<file path="config.mk">
export PLATFORM = sky130hd
export DESIGN_NAME = act_lut_flat
export DESIGN_NICKNAME = d
export VERILOG_FILES = /design/src/rtl/act_lut_if.sv /design/src/rtl/act_lut.sv /design/src/flat_wrapper.sv
export SDC_FILE = /design/constraint.sdc
export NUM_CORES = 1
export LEC_CHECK = 0
export ABC_AREA = 1
export BUFFER_PORTS_ARGS = -buffer_cell sky130_fd_sc_hd__buf_2
export CAP_MARGIN = 20
export CORE_UTILIZATION = 49
export CTS_CLUSTER_SIZE = 20
export DETAILED_ROUTE_END_ITERATION = 10
export MAX_ROUTING_LAYER = met4
export PLACE_DENSITY_LB_ADDON = 0.1
export SLEW_MARGIN = 0
export SYNTH_ARGS = -nofsm -noshare
export SYNTH_HDL_FRONTEND = slang
export SYNTH_SLANG_ARGS = --single-unit
</file>
<file path="constraint.sdc">
create_clock -name clk -period 1.6 [get_ports clk]
set_input_delay 0.08 -clock clk [delete_from_list [all_inputs] [get_ports clk]]
set_output_delay 0.08 -clock clk [all_outputs]
set_load 0.1 [all_outputs]
</file>
<file path="src/rtl/act_lut_if.sv">
// rtl/act_lut_if.sv - handshake and ROM bus bundle for the activation lookup stage
//
// Purpose: groups the request, accumulator, ROM and result signals of act_lut.
// Ports (members):
//   start     request pulse from the layer sequencer
//   acc       signed MAC accumulator, sampled with start
//   rom_addr  address to the external synchronous sigmoid ROM
//   rom_data  ROM read data, one clock after rom_addr
//   act       registered activation result
//   done      one-cycle completion pulse
//   busy      stage is processing a request
// Modports: master = sequencer/ROM side, slave = act_lut.

interface act_lut_if #(
  parameter int ACC_W = 26,
  parameter int AW    = 11,
  parameter int DW    = 8
);
  logic                    start;
  logic signed [ACC_W-1:0] acc;
  logic [AW-1:0]           rom_addr;
  logic [DW-1:0]           rom_data;
  logic [DW-1:0]           act;
  logic                    done;
  logic                    busy;

  modport master (
    output start, acc, rom_data,
    input  rom_addr, act, done, busy
  );

  modport slave (
    input  start, acc, rom_data,
    output rom_addr, act, done, busy
  );
endinterface

</file>
<file path="src/rtl/act_lut.sv">
// rtl/act_lut.sv - saturating accumulator-to-activation lookup stage (sigmoid ROM or ReLU)
//
// Purpose: on start, captures the MAC accumulator, saturates it to an AW-bit
// signed fixed-point value, addresses the external synchronous ROM with the
// offset-binary form of that value and registers the returned activation,
// pulsing done for one cycle.
// Ports:
//   clk    system clock, rising edge
//   rst_n  asynchronous active-low reset
//   bus    act_lut_if.slave: start/acc in, rom_addr out, rom_data in,
//          act/done/busy out
// Optional feature macro: ACT_RELU_EN - bypasses the ROM and produces a ReLU
// of the saturated value instead (same state sequence and latency).

module act_lut #(
  parameter int ACC_W    = 26,
  parameter int AW       = 11,
  parameter int DW       = 8,
  parameter int FRAC_LSB = 7
) (
  input  logic     clk,
  input  logic     rst_n,
  act_lut_if.slave bus
);

  typedef enum logic [1:0] {
    IDLE = 2'd0,
    SAT  = 2'd1,
    READ = 2'd2,
    CAPT = 2'd3
  } state_t;

  localparam int QW = ACC_W - FRAC_LSB;  // bits kept from the accumulator

  state_t        state;
  // Bits below FRAC_LSB never reach the result, so they are not stored.
  logic [QW-1:0] acc_q;
  logic [AW-1:0] sat;

  logic          sign;
  logic [QW-AW-1:0] hi;  // bits between the sign and the kept field

  assign sign = acc_q[QW-1];
  assign hi   = acc_q[QW-2:AW-1];

  // The kept field fits only if every hi bit equals the sign; otherwise
  // clamp to the extreme of the matching sign.
  always_comb begin
    sat = acc_q[AW-1:0];
    if (!sign && (|hi)) begin
      sat = {1'b0, {(AW-1){1'b1}}};
    end else if (sign && !(&hi)) begin
      sat = {1'b1, {(AW-1){1'b0}}};
    end
  end

  always_ff @(posedge clk or negedge rst_n) begin
    if (!rst_n) begin
      state        <= IDLE;
      acc_q        <= '0;
      bus.rom_addr <= '0;
      bus.act      <= '0;
      bus.done     <= 1'b0;
      bus.busy     <= 1'b0;
    end else begin
      bus.done <= 1'b0;
      case (state)
        IDLE: begin
          if (bus.start) begin
            acc_q    <= bus.acc[ACC_W-1:FRAC_LSB];
            bus.busy <= 1'b1;
            state    <= SAT;
          end
        end
        SAT: begin
          // Inverting the MSB maps signed sat onto 0..2^AW-1 (offset binary).
          bus.rom_addr <= {~sat[AW-1], sat[AW-2:0]};
          state        <= READ;
        end
        READ: begin
          // rom_addr held; the ROM samples it at the end of this cycle.
          state <= CAPT;
        end
        CAPT: begin
`ifdef ACT_RELU_EN
          bus.act <= sat[AW-1] ? '0 : sat[AW-2 -: DW];
`else
          bus.act <= bus.rom_data;
`endif
          bus.done <= 1'b1;
          bus.busy <= 1'b0;
          state    <= IDLE;
        end
        default: begin
          state    <= IDLE;
          bus.busy <= 1'b0;
        end
      endcase
    end
  end

endmodule

</file>
<file path="src/flat_wrapper.sv">
// flat-port wrapper written by rule: the top's interface ports become plain ports
module act_lut_flat 
#(
  parameter int ACC_W    = 26,
  parameter int AW       = 11,
  parameter int DW       = 8,
  parameter int FRAC_LSB = 7
)
  (clk, rst_n, bus_start, bus_acc, bus_rom_data, bus_rom_addr, bus_act, bus_done, bus_busy);
  act_lut_if #(.ACC_W(ACC_W), .AW(AW), .DW(DW)) bus_i ();
  input  logic clk;
  input  logic rst_n;
  input wire logic [$bits(bus_i.start)-1:0] bus_start;
  input wire logic [$bits(bus_i.acc)-1:0] bus_acc;
  input wire logic [$bits(bus_i.rom_data)-1:0] bus_rom_data;
  output wire logic [$bits(bus_i.rom_addr)-1:0] bus_rom_addr;
  output wire logic [$bits(bus_i.act)-1:0] bus_act;
  output wire logic [$bits(bus_i.done)-1:0] bus_done;
  output wire logic [$bits(bus_i.busy)-1:0] bus_busy;
  assign bus_i.start = bus_start;
  assign bus_i.acc = bus_acc;
  assign bus_i.rom_data = bus_rom_data;
  assign bus_rom_addr = bus_i.rom_addr;
  assign bus_act = bus_i.act;
  assign bus_done = bus_i.done;
  assign bus_busy = bus_i.busy;
  act_lut #(.ACC_W(ACC_W), .AW(AW), .DW(DW), .FRAC_LSB(FRAC_LSB)) u_core (.clk(clk), .rst_n(rst_n), .bus(bus_i));
endmodule
</file>
* Word-level counts from Yosys, hierarchy flattened
Index checks and enable logic that the tools add are counted.
** Word-level totals
- Register bits :: 42
- Input bits :: 37
** Cells by class
- Bitwise operators :: 1
- Reduce and logical (&&, ||, !) cells :: 10
- Equality and inequality tests :: 4
- Mux-type cells :: 7
** Operators by type and width (count)
- 11-bit two-way mux :: 2
- 2-bit one-hot mux with 4 select lines :: 1
- 8-bit AND reduction :: 1
- 8-bit OR reduction :: 1
- 2-bit == test, second input constant :: 2
- 2-bit AND reduction :: 2
- 2-bit by 1-bit == test with 1-bit output, second input constant :: 1
- 1-bit logical AND :: 2
- 1-bit logical NOT :: 2
- 2-bit logical NOT :: 1
- 1-bit two-way mux :: 2
- 2-bit two-way mux :: 1
- 2-bit inequality test, second input constant :: 1
- 1-bit one-hot mux with 2 select lines :: 1
- 2-bit nonzero test :: 1
- 1-bit inverter :: 1

* Longest topological paths before layout
- Depth in word-level cells :: 6
- Depth in mapped cells :: 7
- Depth with buffers taken out :: 7

* Least setup slack after synthesis
OpenSTA, ideal clock, no wires.
- Path kind :: register -> register
- From :: register u_core.state[0]
- To :: register u_core.acc_q[18]
- Required time :: 1.473 ns
- Arrival time :: 1.109 ns
- Cell stages (with the launch flop) :: 8
- Buffers on the path :: 1
- Path slack :: 0.364 ns
- Library setup time :: 0.127 ns
- Path through :: dfrtp_1 inv_1 ha_1 nand2_2 inv_1 buf_2 nand2_1 o21ai_0
** On the way
- Word-level cells in the longest chain between the ends :: 2
** RTL lines
- start, declared :: line act_lut.sv:35 : state_t state;
- start signal, assigned :: line act_lut.sv:59 : state <= IDLE;
- start signal, assigned :: line act_lut.sv:72 : state <= SAT;
- start signal, assigned :: line act_lut.sv:78 : state <= READ;
- 2-bit logical NOT :: line act_lut.sv:67 : case (state)
- 2-bit AND reduction (no source line)
- end signal, assigned :: line act_lut.sv:70 : acc_q <= bus.acc[ACC_W-1:FRAC_LSB];
- end, declared :: line act_lut.sv:37 : logic [QW-1:0] acc_q;
Every way passes these cells.
A chain may end at the register's enable or synchronous reset.

* Worst setup path in the final report
- From :: register u_core.state[0]
- To :: register u_core.acc_q[8]
Same word-level chain as after synthesis.

==> run metrics <==
status finished, final reports clean; Worst path most repeated cell inv_1; I/O pins between 50 and 60; Initial Utilization 51.9%; Setup TNS Final 0 ns; cts hold-fix bufs 28; Reg2Reg Setup Slack around 0.18 ns; post-route ant nets 0; top post-synthesis cells by area dfrtp_1, nand2_1, o21ai_0; RePlAce Congestion between 0.7 and 0.8; layout cells sized above 1 between 20 and 25%; CTS clk-pin slew, worst paths 0.12 ns; #FFs+latches synth 42; Max-Cap Viols 0; DP HPWL roughly 2300 µm; Setup Crit Path Kind reg -> reg; crit path buf inv count 3; CP Cell Sequence inv_1, ha_1, nand2_2, inv_1, buf_12, nand2_1, o21ai_0; critical path's largest stage delay 0.42 ns; reg2reg path depth 7; floorplan row count 21; DIE HEIGHT a little over 60 µm; 1st-iter DRT viols 69; GRT Overall Usage 22.2%; Hold Fails Final Rpt 0; Hold EP u_core.state[1]; first-pass GRT wire length 5890 µm; syn nets between 200 and 250; grt ovf 0; cell family with most CP delay buffers and inverters; worst r2r src u_core.state[0]; type of origin of the critical path flip-flop; sequential share of the synthesized area about three fifths; Slew @ Worst Pin ~0.49 ns; library cells used by synthesis 14; Post-Syn Instances 205; Clk Latency, worst-skew pair ~0.34 ns; CP arrival between 1.5 and 2 ns; DRC Markers 0; R2R Path End u_core.acc_q[8]; Die ar. roughly 3800 µm²; fin nets 331; port bufs 50; synthesis-to-layout area growth 39.6%; Crit Path Max Fanout 30; fin. max-slew vios 0; vias 1511; Synth area leader dfrtp_1; Setup Buffers After CTS 0; ANT cells 0; # setup viols final 0; cts bufs inserted 5; slew margin rel. approximately two thirds; clock sinks 42; unrepaired setup endpoints after global routing false; post-route cell area ~2500 µm²; CTS resizes 0; cell area after synthesis about 1800 µm²; Worst Skew 0.0102 ns; chip width about 62 µm; Syn Area/Cell ~8.6 µm²; wire per inst 10.4 µm; # fillers 242; Ys Warns 0; core area around 3400 µm²; Cells on Worst Hold Path 4; Critical Path End Type flip-flop; routed vias/inst about 4.5; CP Data Required Time 1.86 ns; largest net degree at the start of global routing 31; class of the worst hold path in -> reg; Period Utilization, post-route about 88%; startpoint of the worst hold path bus_start; Final min period roughly 1.4 ns; DP Area 2100 µm²; Max clock buf depth 2; TritonRoute pass-1 iters 4; CTS tree done; clk root buf clkbuf_4; Fmax about 710 MHz; share of the synthesized area in the top cell type around three fifths; CP max stage cell dfrtp_1; initial antenna violation count 0; htree depth 2; DRT Wirelength 3480 µm; vias in the first global route about 1400
flip-flops by register name (all words and copies together), names as in the netlist:
signal and count:
u_core.bus.act 8, u_core.state 2, u_core.acc_q 19, u_core.bus.done 1
u_core.bus.busy 1, u_core.bus.rom_addr 11
tightest hold or removal path, cell delays in order:
cell and delay, ns:
buf_2 0.10, nor2_1 0.05, inv_1 0.08, o21ai_0 0.07
per-layer routing:
layer  vias to the layer above  wire length [µm]  track usage (%)
met5                         -                 0                -
met4                         0                20             7.62
met3                         2               120             5.59
met2                        45              1710             37.2
met1                       676              1630             25.9
li1                        788                 -                -
synthesized netlist by cell type:
master and number:
o22ai_1 1, nand2_2 1, nand2_1 108, clkbuf_1 1, ha_1 5, nor2_1 7
a21oi_4 1, inv_1 18, o21ai_0 15, o21ai_4 1, buf_2 3, clkinv_1 1
clkbuf_2 1, dfrtp_1 42
final cells by class:
cell class,count,area (µm²),share of cell area [%]
timing repair buffer,82,586,23.8
inverter,19,71.3,2.90
clock buffer,5,37.5,1.53
sequential,42,1050,42.8
multi-input combinational,139,614,25.0
tap,46,57.6,2.34
clock inverter,3,40.0,1.63
worst max-delay path by stage:
| stage | endpoint | slack (ns) | depth (start not counted) | startpoint |
|---|---|---|---|---|
| after floorplan | u_core.acc_q[18] | 0.36 | 7 | u_core.state[0] |
| after global placement | u_core.acc_q[4] | 0.22 | 6 | u_core.state[1] |
| after detailed placement | u_core.acc_q[1] | 0.21 | 6 | u_core.state[1] |
| after CTS | u_core.acc_q[7] | 0.18 | 7 | u_core.state[1] |
| after global routing | u_core.acc_q[8] | 0.03 | 7 | u_core.state[0] |
| final | u_core.acc_q[8] | 0.18 | 7 | u_core.state[0] |
stage by stage:
step	setup slack [ns]	utilization (%)	hold WS, ns	std cells
6_report	0.184	72.5	0.0775	336
5_1_grt	0.0255	72.5	0.0888	336
4_1_cts	0.184	72.5	0.0685	336
3_5_place_dp	0.212	61.9	0.0477	300
3_3_place_gp	0.222	61.9	0.0487	300
2_1_floorplan	0.364	-	-0.216	205
layout by cell type, fill, tap and decap left out, drive strengths merged, types with 3 or more instances in the layout:
cell,synthesis,final
buf,3,54
clkbuf,2,5
clkinv,1,3
dfrtp,42,42
dlygate4sd3,0,28
ha,5,5
inv,18,18
nand2,109,109
nor2,7,7
o21ai,16,16
cells by family after synthesis:
family | after synthesis | synth area share (%)
flip-flops | 42 | 59.7
AND/OR/NAND/NOR | 116 | 24.9
adder cells (fa/ha/maj) | 5 | 3.55
AO/OA/AOI/OAI | 18 | 6.47
buffers and inverters | 24 | 5.40
Power is not shown: default switching activity piles up to over one toggle a cycle in this logic, so the estimate is an artifact.
